===== src/rtl/axi_wr_pkg.sv =====
// Shared constants and AW state encoding for the AXI4 write-burst master stage.
package axi_wr_pkg;

    localparam logic [2:0] AXSIZE_64B = 3'b110;
    localparam logic [1:0] BURST_INCR = 2'b01;
    localparam int         BEAT_BYTES = 64;

    typedef enum logic [1:0] {
        AW_IDLE,
        AW_SEND,
        AW_ACK
    } aw_state_t;

endpackage


===== src/rtl/burst_len_fifo.sv =====
// Synchronous first-word-fall-through FIFO holding AW-accepted burst lengths until
// the W channel consumes them.
module burst_len_fifo #(
    parameter int DEPTH = 8,
    parameter int WIDTH = 8
) (
    input  logic             clk,
    input  logic             rst_n,
    input  logic             push,
    input  logic [WIDTH-1:0] din,
    input  logic             pop,
    output logic [WIDTH-1:0] dout,
    output logic             full,
    output logic             empty
);

    localparam int PTR_W = $clog2(DEPTH);

    logic [WIDTH-1:0] mem [DEPTH];
    logic [PTR_W:0]   wr_ptr;
    logic [PTR_W:0]   rd_ptr;
    logic             do_push;
    logic             do_pop;

    // The extra pointer MSB tells a full FIFO from an empty one when the indices match.
    assign empty   = (wr_ptr == rd_ptr);
    assign full    = (wr_ptr[PTR_W] != rd_ptr[PTR_W]) && (wr_ptr[PTR_W-1:0] == rd_ptr[PTR_W-1:0]);
    assign do_push = push && !full;
    assign do_pop  = pop && !empty;
    assign dout    = mem[rd_ptr[PTR_W-1:0]];

    // NOTE: storage is deliberately not reset; the pointers alone define which entries are valid.
    always_ff @(posedge clk) begin
        if (do_push) begin
            mem[wr_ptr[PTR_W-1:0]] <= din;
        end
    end

    // NOTE: sequential state always uses non-blocking assignments so every register samples pre-edge values.
    always_ff @(posedge clk or negedge rst_n) begin
        if (!rst_n) begin
            wr_ptr <= '0;
            rd_ptr <= '0;
        end else begin
            if (do_push) wr_ptr <= wr_ptr + 1'b1;
            if (do_pop)  rd_ptr <= rd_ptr + 1'b1;
        end
    end

endmodule


===== src/rtl/axi_wr_burst_ctrl.sv =====
// AXI4 write master stage: turns I/O-controller burst requests into AW transactions,
// beats the decompressed stream onto W with per-burst wlast, and reports B completions.
module axi_wr_burst_ctrl
    import axi_wr_pkg::*;
#(
    parameter int ADDR_W         = 64,
    parameter int DATA_W         = 512,
    parameter int LEN_FIFO_DEPTH = 8
) (
    input  logic                clk,
    input  logic                rst_n,
    input  logic                wr_req,
    input  logic [7:0]          wr_len,
    input  logic [ADDR_W-1:0]   wr_address,
    output logic                wr_req_ack,
    output logic                m_axi_awvalid,
    input  logic                m_axi_awready,
    output logic [ADDR_W-1:0]   m_axi_awaddr,
    output logic [7:0]          m_axi_awlen,
    output logic [2:0]          m_axi_awsize,
    output logic [1:0]          m_axi_awburst,
    input  logic                din_valid,
    input  logic [DATA_W-1:0]   din_data,
    output logic                din_ready,
    output logic                m_axi_wvalid,
    input  logic                m_axi_wready,
    output logic [DATA_W-1:0]   m_axi_wdata,
    output logic [DATA_W/8-1:0] m_axi_wstrb,
    output logic                m_axi_wlast,
    input  logic                bready_in,
    input  logic                m_axi_bvalid,
    input  logic [1:0]          m_axi_bresp,
    output logic                m_axi_bready,
    output logic                b_done,
    output logic                wr_err,
    output logic                busy
);

    localparam int OUT_W = $clog2(LEN_FIFO_DEPTH) + 2;

    if (DATA_W / 8 != BEAT_BYTES) begin : g_beat_width_check
        $error("DATA_W must carry exactly one 64-byte beat");
    end

    aw_state_t         state_q;
    aw_state_t         state_d;
    logic [ADDR_W-1:0] awaddr_q;
    logic [7:0]        awlen_q;
    logic              aw_hs;

    logic              fifo_full;
    logic              fifo_empty;
    logic              fifo_pop;
    logic [7:0]        fifo_dout;

    logic              w_active;
    logic [7:0]        cur_len;
    logic [7:0]        beat_cnt;
    logic              beat_hs;
    logic              last_hs;

    logic [OUT_W-1:0]  outstanding;

    // ---------------- AW channel ----------------
    assign aw_hs = (state_q == AW_SEND) && m_axi_awready;

    // NOTE: next-state defaults to the current state first, so no path through the case can infer a latch.
    always_comb begin
        state_d = state_q;
        unique case (state_q)
            AW_IDLE: if (wr_req && !fifo_full) state_d = AW_SEND;
            AW_SEND: if (m_axi_awready)        state_d = AW_ACK;
            AW_ACK:                            state_d = AW_IDLE;
            default:                           state_d = AW_IDLE;
        endcase
    end

    always_ff @(posedge clk or negedge rst_n) begin
        if (!rst_n) begin
            state_q  <= AW_IDLE;
            awaddr_q <= '0;
            awlen_q  <= '0;
        end else begin
            state_q <= state_d;
            // Request fields are only sampled on leaving IDLE; during ACK they are still stale.
            if (state_q == AW_IDLE && wr_req && !fifo_full) begin
                awaddr_q <= wr_address;
                awlen_q  <= wr_len;
            end
        end
    end

    assign m_axi_awvalid = (state_q == AW_SEND);
    assign wr_req_ack    = (state_q == AW_ACK);
    assign m_axi_awaddr  = awaddr_q;
    assign m_axi_awlen   = awlen_q;
    assign m_axi_awsize  = AXSIZE_64B;
    assign m_axi_awburst = BURST_INCR;

    burst_len_fifo #(
        .DEPTH (LEN_FIFO_DEPTH),
        .WIDTH (8)
    ) u_len_fifo (
        .clk   (clk),
        .rst_n (rst_n),
        .push  (aw_hs),
        .din   (awlen_q),
        .pop   (fifo_pop),
        .dout  (fifo_dout),
        .full  (fifo_full),
        .empty (fifo_empty)
    );

    // ---------------- W channel ----------------
    assign beat_hs  = w_active && din_valid && m_axi_wready;
    assign last_hs  = beat_hs && (beat_cnt == cur_len);
    // Loading the next length on the last beat keeps back-to-back bursts bubble-free.
    assign fifo_pop = (!w_active || last_hs) && !fifo_empty;

    always_ff @(posedge clk or negedge rst_n) begin
        if (!rst_n) begin
            w_active <= 1'b0;
            cur_len  <= '0;
            beat_cnt <= '0;
        end else if (fifo_pop) begin
            w_active <= 1'b1;
            cur_len  <= fifo_dout;
            beat_cnt <= '0;
        end else if (last_hs) begin
            w_active <= 1'b0;
        end else if (beat_hs) begin
            beat_cnt <= beat_cnt + 8'd1;
        end
    end

    assign m_axi_wvalid = w_active && din_valid;
    assign din_ready    = w_active && m_axi_wready;
    assign m_axi_wdata  = din_data;
    assign m_axi_wstrb  = '1;
    assign m_axi_wlast  = w_active && (beat_cnt == cur_len);

    // ---------------- B channel ----------------
    assign m_axi_bready = bready_in;
    assign b_done       = m_axi_bvalid && bready_in;

    always_ff @(posedge clk or negedge rst_n) begin
        if (!rst_n) begin
            outstanding <= '0;
            wr_err      <= 1'b0;
        end else begin
            unique case ({aw_hs, b_done})
                2'b10:   outstanding <= outstanding + 1'b1;
                2'b01:   outstanding <= outstanding - 1'b1;
                default: outstanding <= outstanding;
            endcase
            if (b_done && m_axi_bresp != 2'b00) begin
                wr_err <= 1'b1;
            end
        end
    end

    assign busy = (state_q != AW_IDLE) || !fifo_empty || w_active || (outstanding != '0);

endmodule


===== config.mk =====
export PLATFORM = sky130hd
export DESIGN_NAME = axi_wr_burst_ctrl
export DESIGN_NICKNAME = d
export VERILOG_FILES = /design/src/rtl/axi_wr_pkg.sv /design/src/rtl/burst_len_fifo.sv /design/src/rtl/axi_wr_burst_ctrl.sv
export SDC_FILE = /design/constraint.sdc
export NUM_CORES = 1
export LEC_CHECK = 0
export CAP_MARGIN = 30
export CORE_AREA = 4 4 485 487
export DETAILED_ROUTE_END_ITERATION = 7
export DIE_AREA = 0 0 489 491
export MAX_ROUTING_LAYER = met4
export PLACE_DENSITY_LB_ADDON = 0.1
export REMOVE_ABC_BUFFERS = 1
export SYNTH_ARGS = -nofsm -noshare
export SYNTH_HDL_FRONTEND = slang
export SYNTH_SLANG_ARGS = --single-unit
export TNS_END_PERCENT = 5

===== constraint.sdc =====
create_clock -name clk -period 2.8 [get_ports clk]
set_input_delay 0.56 -clock clk [delete_from_list [all_inputs] [get_ports clk]]
set_output_delay 0.56 -clock clk [all_outputs]
set_load 0.01 [all_outputs]

==> results.json <==
{
  "outcome": "finished clean",
  "cts_root_buffer": "clkbuf_16",
  "die_area_um2": 240000,
  "finalClockSkew_ps": 25.7,
  "period_share_pct": 96.1,
  "clock_sinks": 169,
  "synth_simple_gate_area_share_pct": 3.12,
  "clock.fmax_mhz": 371,
  "dp.cells": 3733,
  "clk_pin_slew_ps": 90,
  "clk_latency_ps": 530,
  "reg2reg_depth": 5,
  "finish.utilization_pct": 5.90,
  "dr.pass1.iters": 5,
  "gp_congestion": 1.31,
  "grt_pass1_vias": 6971,
  "start_kind": "primary input",
  "grt_overflow_total": 0,
  "reg2reg_setup_slack_ps": 520,
  "power_leakage_uw": 0.00407,
  "yosysWarnings": 0,
  "synthCells": 1017,
  "final_net_count": 1315,
  "finalSetupViolations": 0,
  "synthTopCellsByCount": "591 x buf_4, 105 x dfrtp_1, 70 x mux2_1, 64 x edfxtp_1, 23 x a21oi_1",
  "portBuffers": 162,
  "hold_path_class": "in -> async",
  "antenna_left": 0,
  "critPathKind": "in -> out",
  "clk_path_buf_depth": 2,
  "synth_edf_count": 64,
  "dp_hpwl_um": 315000,
  "synth_area_leaders": "buf_4 39%, dfrtp_1 23%, edfxtp_1 17%, mux2_1 7.0%, mux4_2 3.2%",
  "tightestPinTransition_ps": 622,
  "rr_endpoint": "m_axi_awaddr[53]",
  "synth_xor_area_share_pct": 2.44,
  "routed_wl_um": 327000,
  "synth-main-ff-cell": "dfrtp_1",
  "netlist.area_leader.share_pct": 39.1,
  "layout_min_cycle_time_ps": 2690,
  "post_drt_wl_per_cell_um": 86.3,
  "r2r-start": "u_len_fifo.rd_ptr[3]",
  "core_um2": 231000,
  "pwr_density_cell_nw_per_um2": 838,
  "ys_seq_area_share_pct": 40.1,
  "crit_arrival_ps": 2130,
  "die_h_um": 491,
  "cts_tree": "yes",
  "synth.distinct_cells": 46,
  "start_util_pct": 4.90,
  "hold_viol_final": 0,
  "yosysMostFrequentCell": "buf_4",
  "crit_path_end_kind": "output port",
  "num_rows": 177,
  "cts_made_buffers": 17,
  "slew_violations": 0,
  "grt_usage_pct": 27.2,
  "synth-seq-cells": 169,
  "yosys.area.top_type": "buf_4",
  "path_max_fanout": 3,
  "fin_cells": 3788,
  "vias": 8083,
  "async_reset_ff_share_pct": 62.1,
  "post-route-drc-count": 0,
  "fp.dieW_um": 489,
  "vias_per_cell": 2.13,
  "synth_compound_area_share_pct": 2.33,
  "rsz0062_at_grt": "no",
  "areaGrowthSynthToFinish_pct": 20.4,
  "grt_max_degree": 74,
  "antenna_found_initial": 24,
  "drv_cap": 0,
  "drive_above_1_share_pct": 16.6,
  "irDropWorstVdd_mv": 0.442,
  "slew_headroom_pct": 58.5,
  "synth_fa_ha_area_share_pct": 0.773,
  "syn_area_um2": 11300,
  "cp.required_ps": 2240,
  "htreeDepth": 4,
  "drt_iter0_markers": 737,
  "synth_mux_area_share_pct": 11.3,
  "syn_avg_cell_area_um2": 11.1,
  "hold_ws_ps": 420,
  "grt_pass1_wl_um": 345000,
  "synth_top_family_by_area": "buffers and inverters",
  "io_pins": 1256
}
## cell families after synthesis
logic type,after synthesis
buf+inv,605
xor+xnor,29
mux,99
compound gates,42
simple gates,64
flops,169
other cells,2
fa+ha+maj,7
## cell usage in the layout, fill, tap and decap left out, drive strengths merged, types with 5 or more instances in the layout
cell type        n
clkdlybuf4s50  159
dfrtp          105
mux2            75
conb            69
edfxtp          64
buf             53
a21oi           23
diode           18
clkbuf          18
mux4            16
xnor2           16
nor2            14
xor2            13
nand2           11
mux2i            8
o21ai            7
ha               7
inv              7
clkinv           6
nor3             5
and2             5
nand4            5
## power breakdown
part / switching (µW) / internal [µW]
Clock: 1390 / 1450
Sequential: 702 / 3510
Combinational: 2170 / 2200
## layer usage
layer  part of all wire (%)  track usage (%)  vias to the layer above
met5                      0                -                        -
met2                     47             45.2                     2339
met3                     36             45.2                      168
li1                       -                -                     2130
met4                    7.8             13.7                        0
met1                    9.7             6.94                     3446
## flip-flops by register name (all words and copies together), names as in the netlist
name	flops
m_axi_awaddr	64
u_len_fifo.mem	64
beat_cnt	8
cur_len	8
m_axi_awlen	8
outstanding	5
u_len_fifo.rd_ptr	4
u_len_fifo.wr_ptr	4
state_q	2
w_active	1
wr_err	1
## metrics by stage
step / total power, µW / TNS, ps / cell area [µm²] / setup WS, ps
after global placement: 8760 / -102 / 12900 / -102
after floorplan: 5930 / -25650 / 7080 / -358
after global routing: 12300 / 0 / 13600 / 16.0
after CTS: 11800 / -104 / 13600 / -104
after detailed placement: 8710 / -45.8 / 12900 / -45.8
final: 11400 / 0 / 13700 / 108
## worst max path at each step
stage,start,end
floorplan,u_len_fifo.rd_ptr[0],m_axi_awaddr[0]
global placement,m_axi_bvalid,outstanding[4]
detailed placement,m_axi_bvalid,outstanding[4]
CTS,u_len_fifo.wr_ptr[0],busy
global route,u_len_fifo.wr_ptr[0],busy
finish,m_axi_bvalid,b_done
## worst max-delay path: stages
cell and delay [ps]:
clkdlybuf4s50_1 620, and2_1 200, buf_4 180, clkdlybuf4s50_1 560
## cell type report
type / instances / area (µm²)
fill: 27000 / 218000
sequential: 169 / 4550
tap: 3043 / 3810
multi-input combinational: 310 / 2540
timing repair buffer: 214 / 2070
clock buffer: 18 / 439
clock inverter: 14 / 188
antenna: 18 / 45.0
inverter: 2 / 7.51
## repair_timing
action	CTS	global route
pin swaps	1	4
hold endpoints to repair	9	0
setup buffers	1	3
resized for setup	8	3
hold buffers	1	0
endpoints found under the setup margin	2	1
No activity file was read; power rests on OpenSTA's default activity.
